## src/rtl/temp_conv_pkg.sv

```systemverilog
// Shared constants, FSM encoding and width helpers for the shared C->F conversion datapath.
package temp_conv_pkg;

    localparam int unsigned C_MUL = 9;
    localparam int unsigned C_DIV = 5;
    localparam int unsigned C_OFS = 32;

    localparam logic [1:0] ST_IDLE = 2'd0;
    localparam logic [1:0] ST_MUL  = 2'd1;
    localparam logic [1:0] ST_DIV  = 2'd2;
    localparam logic [1:0] ST_OUT  = 2'd3;

    // (2^cw - 1) * 9 < 2^(cw + 4), so four extra bits hold the product without loss.
    function automatic int unsigned dw_from_cw(input int unsigned cw);
        return cw + 4;
    endfunction

endpackage

```

## src/rtl/div_by_const_seq.sv

```systemverilog
// Serial restoring divider by a constant: one quotient bit per cycle, MSB first.
module div_by_const_seq #(
    parameter int unsigned DW      = 12,
    parameter int unsigned DIVISOR = 5
) (
    input  logic          clk,
    input  logic          rst,
    input  logic          start,
    input  logic [DW-1:0] dividend,
    output logic          done,
    output logic [DW-1:0] quot
);

    localparam int unsigned RW   = $clog2(DIVISOR) + 1;
    localparam int unsigned CNTW = $clog2(DW);

    logic [RW-1:0]   rem;
    logic [DW-1:0]   q;
    logic [CNTW-1:0] cnt;
    logic            run;

    logic [RW-1:0]   trial;
    logic            ge;
    logic [RW-1:0]   rem_step;
    logic [DW-1:0]   q_step;

    // q doubles as the dividend shift register; quotient bits enter at the LSB
    always_comb begin
        trial    = {rem[RW-2:0], q[DW-1]};
        ge       = (trial >= RW'(DIVISOR));
        rem_step = ge ? (trial - RW'(DIVISOR)) : trial;
        q_step   = {q[DW-2:0], ge};
    end

    // Result of the final step is exposed in the same cycle it is computed
    assign done = run && (cnt == CNTW'(DW - 1));
    assign quot = q_step;

    always_ff @(posedge clk) begin
        if (rst) begin
            rem <= '0;
            q   <= '0;
            cnt <= '0;
            run <= 1'b0;
        end else if (start) begin
            rem <= '0;
            q   <= dividend;
            cnt <= '0;
            run <= 1'b1;
        end else if (run) begin
            rem <= rem_step;
            q   <= q_step;
            cnt <= cnt + CNTW'(1);
            if (done) begin
                run <= 1'b0;
            end
        end
    end

endmodule

```

## src/rtl/temp_conv_sched.sv

```systemverilog
// Round-robin shared Celsius-to-Fahrenheit converter: F = floor(C*9/5) + 32, tagged by channel.
module temp_conv_sched
    import temp_conv_pkg::*;
#(
    parameter int unsigned NCH = 4,
    parameter int unsigned CW  = 8,
    parameter int unsigned FW  = 9,
    parameter int unsigned DW  = dw_from_cw(CW)
) (
    input  logic                     clk,
    input  logic                     rst,
    input  logic [NCH-1:0]           req_valid,
    input  logic [NCH*CW-1:0]        req_celsius,
    output logic [NCH-1:0]           req_ready,
    output logic                     resp_valid,
    input  logic                     resp_ready,
    output logic [$clog2(NCH)-1:0]   resp_chan,
    output logic [FW-1:0]            resp_fahr,
    output logic                     resp_over8,
    output logic                     busy
);

    localparam int unsigned CHW    = $clog2(NCH);
    localparam int unsigned MUL_SH = $clog2(C_MUL) - 1;

    logic [1:0]     state, state_nxt;
    logic [CHW-1:0] rr_ptr, rr_nxt;
    logic [CW-1:0]  c_q, c_nxt;
    logic [CHW-1:0] chan_q, chan_nxt;

    logic           resp_valid_nxt;
    logic [CHW-1:0] resp_chan_nxt;
    logic [FW-1:0]  resp_fahr_nxt;
    logic           resp_over8_nxt;
    logic           busy_nxt;

    logic           gnt_any;
    logic [CHW-1:0] gnt_idx;
    logic [CW-1:0]  gnt_cel;
    int unsigned    k;
    logic [CHW-1:0] kk;

    logic           div_start;
    logic [DW-1:0]  div_dividend;
    logic           div_done;
    logic [DW-1:0]  div_quot;

    // Round-robin scan starting at rr_ptr; first valid channel wins
    always_comb begin
        gnt_any = 1'b0;
        gnt_idx = '0;
        gnt_cel = '0;
        k       = 0;
        kk      = '0;
        for (int unsigned i = 0; i < NCH; i++) begin
            k  = (32'(rr_ptr) + i) % NCH;
            kk = CHW'(k);
            if (!gnt_any && req_valid[kk]) begin
                gnt_any = 1'b1;
                gnt_idx = kk;
                gnt_cel = CW'(req_celsius >> (k * CW));
            end
        end
    end

    assign req_ready = (state == ST_IDLE && gnt_any) ? (NCH'(1) << gnt_idx) : '0;

    // 9*C as (C << 3) + C
    assign div_dividend = (DW'(c_q) << MUL_SH) + DW'(c_q);

    div_by_const_seq #(
        .DW      (DW),
        .DIVISOR (C_DIV)
    ) u_div (
        .clk      (clk),
        .rst      (rst),
        .start    (div_start),
        .dividend (div_dividend),
        .done     (div_done),
        .quot     (div_quot)
    );

    // Next-state and registered-output logic
    always_comb begin
        state_nxt      = state;
        rr_nxt         = rr_ptr;
        c_nxt          = c_q;
        chan_nxt       = chan_q;
        resp_chan_nxt  = resp_chan;
        resp_fahr_nxt  = resp_fahr;
        resp_over8_nxt = resp_over8;
        div_start      = 1'b0;

        case (state)
            ST_IDLE: begin
                if (gnt_any) begin
                    c_nxt     = gnt_cel;
                    chan_nxt  = gnt_idx;
                    rr_nxt    = (gnt_idx == CHW'(NCH - 1)) ? '0 : gnt_idx + CHW'(1);
                    state_nxt = ST_MUL;
                end
            end
            ST_MUL: begin
                div_start = 1'b1;
                state_nxt = ST_DIV;
            end
            ST_DIV: begin
                if (div_done) begin
                    resp_fahr_nxt  = FW'(div_quot + DW'(C_OFS));
                    resp_over8_nxt = (FW'(div_quot + DW'(C_OFS)) > FW'(255));
                    resp_chan_nxt  = chan_q;
                    state_nxt      = ST_OUT;
                end
            end
            ST_OUT: begin
                if (resp_ready) begin
                    state_nxt = ST_IDLE;
                end
            end
            default: state_nxt = ST_IDLE;
        endcase

        resp_valid_nxt = (state_nxt == ST_OUT);
        busy_nxt       = (state_nxt != ST_IDLE);
    end

    always_ff @(posedge clk) begin
        if (rst) begin
            state      <= ST_IDLE;
            rr_ptr     <= '0;
            c_q        <= '0;
            chan_q     <= '0;
            resp_valid <= 1'b0;
            resp_chan  <= '0;
            resp_fahr  <= '0;
            resp_over8 <= 1'b0;
            busy       <= 1'b0;
        end else begin
            state      <= state_nxt;
            rr_ptr     <= rr_nxt;
            c_q        <= c_nxt;
            chan_q     <= chan_nxt;
            resp_valid <= resp_valid_nxt;
            resp_chan  <= resp_chan_nxt;
            resp_fahr  <= resp_fahr_nxt;
            resp_over8 <= resp_over8_nxt;
            busy       <= busy_nxt;
        end
    end

endmodule

```

## config.mk

```make
export PLATFORM = sky130hd
export DESIGN_NAME = temp_conv_sched
export DESIGN_NICKNAME = d
export VERILOG_FILES = /design/src/rtl/temp_conv_pkg.sv /design/src/rtl/div_by_const_seq.sv /design/src/rtl/temp_conv_sched.sv
export SDC_FILE = /design/constraint.sdc
export NUM_CORES = 1
export LEC_CHECK = 0
export CAP_MARGIN = 20
export CORE_UTILIZATION = 45
export DETAILED_ROUTE_END_ITERATION = 16
export PLACE_DENSITY_LB_ADDON = 0.25
export SYNTH_ARGS = -nofsm -noshare
export SYNTH_HDL_FRONTEND = slang
export SYNTH_SLANG_ARGS = --single-unit
```

## constraint.sdc

```tcl
create_clock -name clk -period 1.99 [get_ports clk]
set_input_delay 0.199 -clock clk [delete_from_list [all_inputs] [get_ports clk]]
set_output_delay 0.199 -clock clk [all_outputs]
set_load 0.005 [all_outputs]
```

==> metrics.csv, run 1 <==
metric,value,unit
result of the run,finished clean,
number of flops mapped to enable cells by yosys,0,
minimum clock period,1920,ps
antenna cells,0,
Initial DRT Pass Iterations,6,
pin count of the biggest net entering global routing,40,
synthesis-stage register bit count,48,
Reg power frac,35.6,%
initial core utilization,47.0,%
Hold Path Origin,chan_q[1]$_SDFFE_PP0P_,
largest vdd supply drop,622,uV
proportion of power drawn by combinational gates,46.5,%
post-synth cell types,62,
number of nets with antenna violations after detailed routing,0,
number of instances in the synthesized netlist,428,
endpoint class of the critical path,output port,
timing-limited maximum frequency,521,MHz
total congestion overflow after global routing,0,
switching share of power,37.0,%
relative max-transition margin,71.1,%
synthesized-area fraction occupied by and/or/nand/nor cells,19.1,%
startpoint-to-endpoint class of the critical path,flop to output port,
synth-to-layout area growth,25.2,%
CTS Buffer Depth,2,
maximum level of the CTS H-tree,2,
Worst path max stage delay,370,ps
series of cell instances along the critical path,and2_4 > o21a_1 > nor3_4 > inv_2 > ha_2 > and2_4 > buf_2,
cell area after placement,4380,um2
met3 WL post-DR,382,um
CTS Sinks,48,
clock tree from TritonCTS,done,
wire length of the first global-routing pass,14900,um
primary flip-flop cell chosen by synthesis mapping,sky130_fd_sc_hd__dfxtp_1,
setup repair after global routing missed its margin,yes,
hold violation count in the final report,0,
Synth Area in Adders,5.35,%
clock slew seen by the registers of the worst setup and hold paths,90,ps
arrival time reported for the critical path endpoint,1720,ps
count of maximum capacitance violations,0,
sink of the worst hold path,chan_q[1]$_SDFFE_PP0P_,
Finished Layout Cells,597,
total CTS buffers,5,
internal power summed over all cells,2.13,mW
netlist area before placement,3650,um2
share of the synthesized area in compound gates (AO/OA/AOI/OAI),28.4,%
DRT met1 WL,4260,um
worst reg2reg path depth,6,
post-synthesis xor/xnor area fraction,2.40,%
Die X,92.0,um
worst-case register-to-register setup slack,80,ps
number of nets in the synthesized netlist,482,
total die area,8470,um2
multiplexer share of the synthesized area,11.0,%
total global-route track usage,21.4,%
fraction of synthesis flops using an asynchronous set or reset pin,0,%
Net Sw Power,1.25,mW
Post-Syn Area per Cell,8.52,um2
total wire length,9210,um
clock root buffer,sky130_fd_sc_hd__clkbuf_8,
number of top-level pins,57,
via count of the routed design,3432,
post-detail-place hpwl,6720,um
sequential share of the synthesized area,26.3,%
"Data required, critical path",1790,ps
latest clock arrival within the worst-skew pair,310,ps
part of the total power dissipated in the clock network,17.9,%
antenna violations before repair,0,
DRC violation total after the first TritonRoute iteration,177,
Std-Cell Core Area,7770,um2
reg-to-reg endpoint,u_div.q[8]$_SDFFE_PP0P_,
number of failing setup endpoints in the final timing report,0,
slew at the pin with the worst max-slew slack,433,ps
Final nets,549,
Hold WC Path Type,flop to flop,
post-DR vias/cell,5.75,
CTS Hold Buffers Added,0,
post-route DRC violation count,0,
library cell appearing most often on the critical path,sky130_fd_sc_hd__and2_4,
met2 WL,4450,um
Cell Count Post-Placement,586,
total negative slack,0,ps
sort of element at the start of the critical path,flop,
Final Max Tran Viols,0,
"CP delay by family, top",simple AND/OR/NAND/NOR gates,
main combinational cell family by area after synthesis,compound AO/OA/AOI/OAI gates,
final design instance area without fill,4570,um2
number of global-route vias before repair,3306,
Hold Path Cell Cnt,2,
share of post-route cells with drive strength above 1,17.6,%
uppermost layer routed,met4,
critical path peak fanout,5,
Wirelength per Cell,15.4,um
power density over the cells,741,nW/um2
count of buffers from port buffering,56,
leakage power of the design,1.73,nW
startpoint of the most critical register-to-register path,c_q[1]$_SDFFE_PP0P_,
Worst Hold Margin,466,ps
Max Clock Skew,8.91,ps
DIE HEIGHT,92.0,um
global placement routability congestion,0.846,
count of synthesis-stage warnings from yosys,0,
CP bufs+invs,2,
standard cell with the maximum stage delay on the critical path,sky130_fd_sc_hd__dfxtp_4,
# rows,32,
"Period Utilization, post-route",96.4,%
==> final cells by class <==
cell class              instances  area [um2]
clock buffers                   6        82.6
clock inverters                 1        8.76
fillers                       723        3200
inverters                      11        41.3
multi-input cells             335        2450
flip-flops and latches         48         967
well taps                     102         128
repair buffers                 94         891
==> layout by cell type (no fill, tap or decap), drive strengths merged, types with 4 or more instances in the layout <==
cell | netlist | routed
a21boi | 8 | 8
clkdlybuf4s50 | 0 | 51
o221ai | 8 | 8
o22ai | 8 | 8
nor2b | 5 | 5
nand2b | 7 | 7
clkbuf | 10 | 10
a221oi | 9 | 9
a31oi | 10 | 10
and2 | 13 | 13
a21oi | 28 | 28
o21bai | 10 | 10
mux2i | 31 | 31
ha | 14 | 14
o21ai | 27 | 27
xor2 | 4 | 4
mux2 | 8 | 8
buf | 24 | 38
dfxtp | 48 | 48
inv | 11 | 11
nand2 | 41 | 41
xnor2 | 6 | 6
a222oi | 8 | 8
nor2 | 35 | 35
nor3 | 5 | 5
a211oi | 14 | 14
==> sequential cells by signal (all words and copies together) (netlist names) <==
register / flops
c_q: 8
resp_valid: 1
chan_q: 2
u_div.cnt: 4
resp_over8: 1
resp_fahr: 9
state: 2
busy: 1
u_div.q: 12
rr_ptr: 2
u_div.rem: 3
u_div.run: 1
resp_chan: 2
==> tightest hold or removal path, cell delays in order, from the launching register on <==
cell and delay, ps:
sky130_fd_sc_hd__dfxtp_1 320, sky130_fd_sc_hd__nand2_1 50, sky130_fd_sc_hd__a21oi_1 50
==> repair_timing <==
item,CTS,global route
setup buffers,1,1
cloned,0,2
setup endpoints to repair,4,9
gates resized for setup,20,13
pin swaps,4,6
==> cells in the mapped netlist (5+ instances only) <==
cell | n | area share [%]
sky130_fd_sc_hd__a21boi_1 | 5 | 1.0
sky130_fd_sc_hd__o22ai_1 | 8 | 1.4
sky130_fd_sc_hd__dfxtp_1 | 48 | 26
sky130_fd_sc_hd__nand2b_1 | 7 | 1.2
sky130_fd_sc_hd__o221ai_1 | 8 | 1.9
sky130_fd_sc_hd__a222oi_1 | 8 | 2.2
sky130_fd_sc_hd__xnor2_1 | 6 | 1.4
sky130_fd_sc_hd__a221oi_1 | 9 | 2.2
sky130_fd_sc_hd__nor2_1 | 35 | 3.6
sky130_fd_sc_hd__clkbuf_1 | 10 | 1.0
sky130_fd_sc_hd__a211oi_1 | 9 | 1.9
sky130_fd_sc_hd__o21bai_1 | 10 | 2.1
sky130_fd_sc_hd__nor2b_1 | 5 | 0.86
sky130_fd_sc_hd__buf_6 | 7 | 2.2
sky130_fd_sc_hd__o21ai_0 | 13 | 1.8
sky130_fd_sc_hd__mux2i_1 | 31 | 8.5
sky130_fd_sc_hd__o21ai_1 | 14 | 1.9
sky130_fd_sc_hd__a211oi_2 | 5 | 1.7
sky130_fd_sc_hd__nand2_1 | 41 | 4.2
sky130_fd_sc_hd__ha_1 | 14 | 4.8
sky130_fd_sc_hd__a31oi_1 | 9 | 1.5
sky130_fd_sc_hd__and2_1 | 13 | 2.2
sky130_fd_sc_hd__buf_2 | 13 | 1.8
sky130_fd_sc_hd__a21oi_1 | 27 | 3.7
sky130_fd_sc_hd__inv_1 | 10 | 1.0
==> power groups by stage <==
stage               Clock (mW)  Sequential [mW]  Combinational [mW]
floorplan                    0             1.19                1.07
global placement             0             1.22                1.44
detailed placement           0             1.22                1.47
CTS                      0.622             1.20                1.49
global route             0.661             1.22                1.72
finish                   0.607             1.20                1.57
==> kinds of logic (layout without fill, tap and decap cells) <==
| group | Yosys count | after routing |
|---|---|---|
| compound gates | 143 | 143 |
| simple gates | 128 | 128 |
| flops | 48 | 48 |
| buf+inv | 45 | 112 |
| mux | 39 | 39 |
| fa+ha+maj | 15 | 15 |
| xor+xnor | 10 | 10 |
==> per-layer routing <==
metal	track usage (%)	up-vias
met1	26.9	1613
met2	37.1	87
met5	0	-
li1	-	1722
met4	6.25	0
met3	4.06	10
==> metrics by stage <==
step | utilization (%) | total power, mW | setup slack, ps
6_report | 58.8 | 3.38 | 70.9
5_1_grt | 58.8 | 3.60 | -11.2
4_1_cts | 57.9 | 3.31 | -29.0
3_5_place_dp | 56.3 | 2.68 | -378
3_3_place_gp | 56.3 | 2.66 | -303
2_1_floorplan | - | 2.26 | 83.3
==> worst max-delay path by stage <==
stage / start / to / cells past startpoint
floorplan: c_q[0]$_SDFFE_PP0P_ / u_div.q[9]$_SDFFE_PP0P_ / 7
global placement: req_valid[2] / req_ready[0] / 8
detailed placement: req_valid[2] / req_ready[0] / 8
CTS: rr_ptr[1]$_SDFFE_PP0P_ / req_ready[1] / 7
global route: rr_ptr[1]$_SDFFE_PP0P_ / req_ready[0] / 7
finish: rr_ptr[1]$_SDFFE_PP0P_ / req_ready[0] / 7
No activity file was read; power rests on OpenSTA's default activity.
==> inputs of run 2 (changes only) <==
--- a/config.mk
+++ b/config.mk
@@ -8,6 +8,7 @@
 export CAP_MARGIN = 20
 export CORE_UTILIZATION = 45
 export DETAILED_ROUTE_END_ITERATION = 16
+export HOLD_SLACK_MARGIN = 0.15
 export PLACE_DENSITY_LB_ADDON = 0.25
 export SYNTH_ARGS = -nofsm -noshare
 export SYNTH_HDL_FRONTEND = slang
==> results of run 2 <==
No change in the layout: final DEF, timing and power equal those of run 1.
==> inputs of run 3 (changes only) <==
--- a/config.mk
+++ b/config.mk
@@ -10,6 +10,7 @@
 export DETAILED_ROUTE_END_ITERATION = 16
 export HOLD_SLACK_MARGIN = 0.15
 export PLACE_DENSITY_LB_ADDON = 0.25
+export SLEW_MARGIN = 20
 export SYNTH_ARGS = -nofsm -noshare
 export SYNTH_HDL_FRONTEND = slang
 export SYNTH_SLANG_ARGS = --single-unit
==> constraint.sdc (replaced) <==
create_clock -name clk -period 1.9 [get_ports clk]
set_input_delay 0.19 -clock clk [delete_from_list [all_inputs] [get_ports clk]]
set_output_delay 0.19 -clock clk [all_outputs]
set_load 0.005 [all_outputs]
==> metrics.csv, run 3 (same netlist as run 1, synthesis figures left out) <==
metric,value,unit,change
number of global-route vias before repair,3389,,"was 3,306"
timing-limited maximum frequency,507,MHz,
count of buffers from port buffering,56,,unchanged
area taken by multi-input logic gates,2510,um2,was 2450 um2
via count of the routed design,3502,,"was 3,432"
number of top-level pins,57,,unchanged
relative max-transition margin,72.2,%,was 71.1%
number of failing setup endpoints in the final timing report,5,,was 0
total CTS buffers,5,,unchanged
"Period Utilization, post-route",104,%,
initial core utilization,47.0,%,unchanged
standard cell with the maximum stage delay on the critical path,sky130_fd_sc_hd__dfxtp_4,,unchanged
number of nets with antenna violations after detailed routing,0,,unchanged
Max Clock Skew,5.80,ps,was 8.91 ps
post-detail-place hpwl,6810,um,was 6720 um
count of maximum capacitance violations,0,,unchanged
total congestion overflow after global routing,0,,unchanged
minimum clock period,1970,ps,
violations in the final reports,setup timing,,
pin count of the biggest net entering global routing,34,,was 40
most frequent standard cell in the layout excluding fill and tap cells,sky130_fd_sc_hd__clkdlybuf4s50_1,,unchanged
antenna cells,0,,unchanged
DIE HEIGHT,92.0,um,unchanged
most heavily used metal layer in global routing,met2,,unchanged
leakage power of the design,1.76,nW,was 1.73 nW
Final Max Tran Viols,0,,unchanged
power density over the cells,770,nW/um2,was 741 nW/um2
"CP delay by family, top",simple AND/OR/NAND/NOR gates,,unchanged
clock tree from TritonCTS,done,,unchanged
overall power after layout,3.61,mW,was 3.38 mW
share of post-route cells with drive strength above 1,20.5,%,was 17.6%
critical path peak fanout,6,,was 5
Hold WC Path Type,flop to flop,,unchanged
Die X,92.0,um,unchanged
series of cell instances along the critical path,and2_4 > o21a_1 > nor3_4 > buf_6 > buf_6 > ha_4 > and2_1 > buf_2,,was and2_4 > o21a_1 > nor3_4 > inv_2 > ha_2 > and2_4 > buf_2
wire length of the first global-routing pass,15400,um,"was 14,900 um"
CTS Hold Buffers Added,0,,unchanged
CTS Sinks,48,,unchanged
clock root buffer,sky130_fd_sc_hd__clkbuf_8,,unchanged
total wire length,9260,um,was 9210 um
maximum level of the CTS H-tree,2,,unchanged
total die area,8470,um2,unchanged
final standard cell utilization of the core,60.3,%,was 58.8%
hold violation count in the final report,0,,unchanged
result of the run,finished with violations,,was finished clean
Filler Cells Inserted,689,,was 723
met2 demand-to-capacity share in global routing,39.7,%,was 37.1%
DRC violation total after the first TritonRoute iteration,208,,was 177
post-DR vias/cell,5.75,,about the same
Final WS setup,-73.7,ps,was 70.9 ps
arrival time reported for the critical path endpoint,1780,ps,was 1720 ps
# rows,32,,unchanged
Wirelength per Cell,15.2,um,was 15.4 um
number of flip-flops in the largest register,12,,unchanged
setup repair after global routing missed its margin,yes,,unchanged
synth-to-layout area growth,28.3,%,was 25.2%
"Data required, critical path",1710,ps,was 1790 ps
post-route DRC violation count,0,,unchanged
"commonest cells after routing, fill and taps aside","sky130_fd_sc_hd__clkdlybuf4s50_1 (51), sky130_fd_sc_hd__dfxtp_1 (45), sky130_fd_sc_hd__buf_4 (43)",,"was sky130_fd_sc_hd__clkdlybuf4s50_1 (51), sky130_fd_sc_hd__dfxtp_1 (45), sky130_fd_sc_hd__nand2_1 (41)"
routing usage on met1,27.7,%,was 26.9%
endpoint class of the critical path,output port,,unchanged
Worst path max stage delay,370,ps,about the same
clock slew seen by the registers of the worst setup and hold paths,90,ps,about the same
Final nets,560,,was 549
antenna violations before repair,0,,unchanged
latest clock arrival within the worst-skew pair,300,ps,was 310 ps
slew at the pin with the worst max-slew slack,416,ps,was 433 ps
total global-route track usage,21.8,%,was 21.4%
post-placement setup slack,-457,ps,was -378 ps
"Most flops, register",u_div.q,,unchanged
footprint of the flip-flops and latches,970,um2,was 967 um2
CTS Buffer Depth,2,,unchanged
Std-Cell Core Area,7770,um2,unchanged
Initial DRT Pass Iterations,5,,was 6
sort of element at the start of the critical path,flop,,unchanged
met3 Use GR,2.82,%,was 4.06%
largest vdd supply drop,429,uV,was 622 uV
startpoint-to-endpoint class of the critical path,flop to output port,,unchanged
global placement routability congestion,0.848,,was 0.846
CP bufs+invs,3,,was 2
registers with the most flip-flops,"u_div.q: 12 flops, resp_fahr: 9 flops, c_q: 8 flops",,unchanged
library cell appearing most often on the critical path,sky130_fd_sc_hd__buf_6,,was sky130_fd_sc_hd__and2_4
-- run 3: worst reg2reg max path, cell delays in order (launching register included) --
cell and delay [ps]:
sky130_fd_sc_hd__dfxtp_4 390, sky130_fd_sc_hd__buf_4 300, sky130_fd_sc_hd__buf_6 260, sky130_fd_sc_hd__mux2_2 380, sky130_fd_sc_hd__nand2_1 70, sky130_fd_sc_hd__o21ai_1 60, sky130_fd_sc_hd__a31oi_1 190, sky130_fd_sc_hd__o22ai_1 100
-- run 3: final timing paths --
check	from	end	slack [ps]	depth (start not counted)
max reg2reg	rr_ptr[1]$_SDFFE_PP0P_	c_q[5]$_SDFFE_PP0P_	40	7
min	u_div.rem[2]$_SDFFE_PP0P_	u_div.rem[2]$_SDFFE_PP0P_	460	2
max	rr_ptr[1]$_SDFFE_PP0P_	req_ready[3]	-70	8
min reg2reg	u_div.rem[2]$_SDFFE_PP0P_	u_div.rem[2]$_SDFFE_PP0P_	460	2
-- run 3: report_power, final --
part	switching (mW)	total, mW	internal, mW
sequential	0.133	1.27	1.13
combinational	0.864	1.70	0.836
clock	0.347	0.642	0.295
-- run 3: through the flow --
stage          setup TNS (ps)  cell area, um2  std cells  hold slack, ps
6_report                 -149            4680        609             461
3_5_place_dp            -5270            4420        593             453
2_1_floorplan               0            3650        428             432
3_3_place_gp            -4190            4420        593             445
4_1_cts                  -289            4630        608             466
5_1_grt                  -958            4680        609             481
-- run 3: per-layer routing --
layer  part of all wire, %  up-vias  wire length (um)
met5                     0        -                 0
met3                   3.1        5               284
met1                    46     1686              4290
li1                      -     1737                 -
met2                    50       74              4650
met4                  0.37        0                34
-- run 3: timing repair --
action,in CTS,in global routing
pin swaps,13,5
gates resized for setup,38,9
buffers inserted,7,1
gates cloned,0,0
endpoints found under the hold margin,0,0
endpoints found under the setup margin,11,17
-- run 3: cell type report --
| type | count | area share (%) |
|---|---|---|
| clock buffers | 6 | 1.76 |
| repair buffers | 105 | 20.0 |
| inverters | 11 | 0.882 |
| flip-flops and latches | 48 | 20.7 |
| multi-input cells | 335 | 53.6 |
| clock inverters | 2 | 0.321 |
| well taps | 102 | 2.73 |
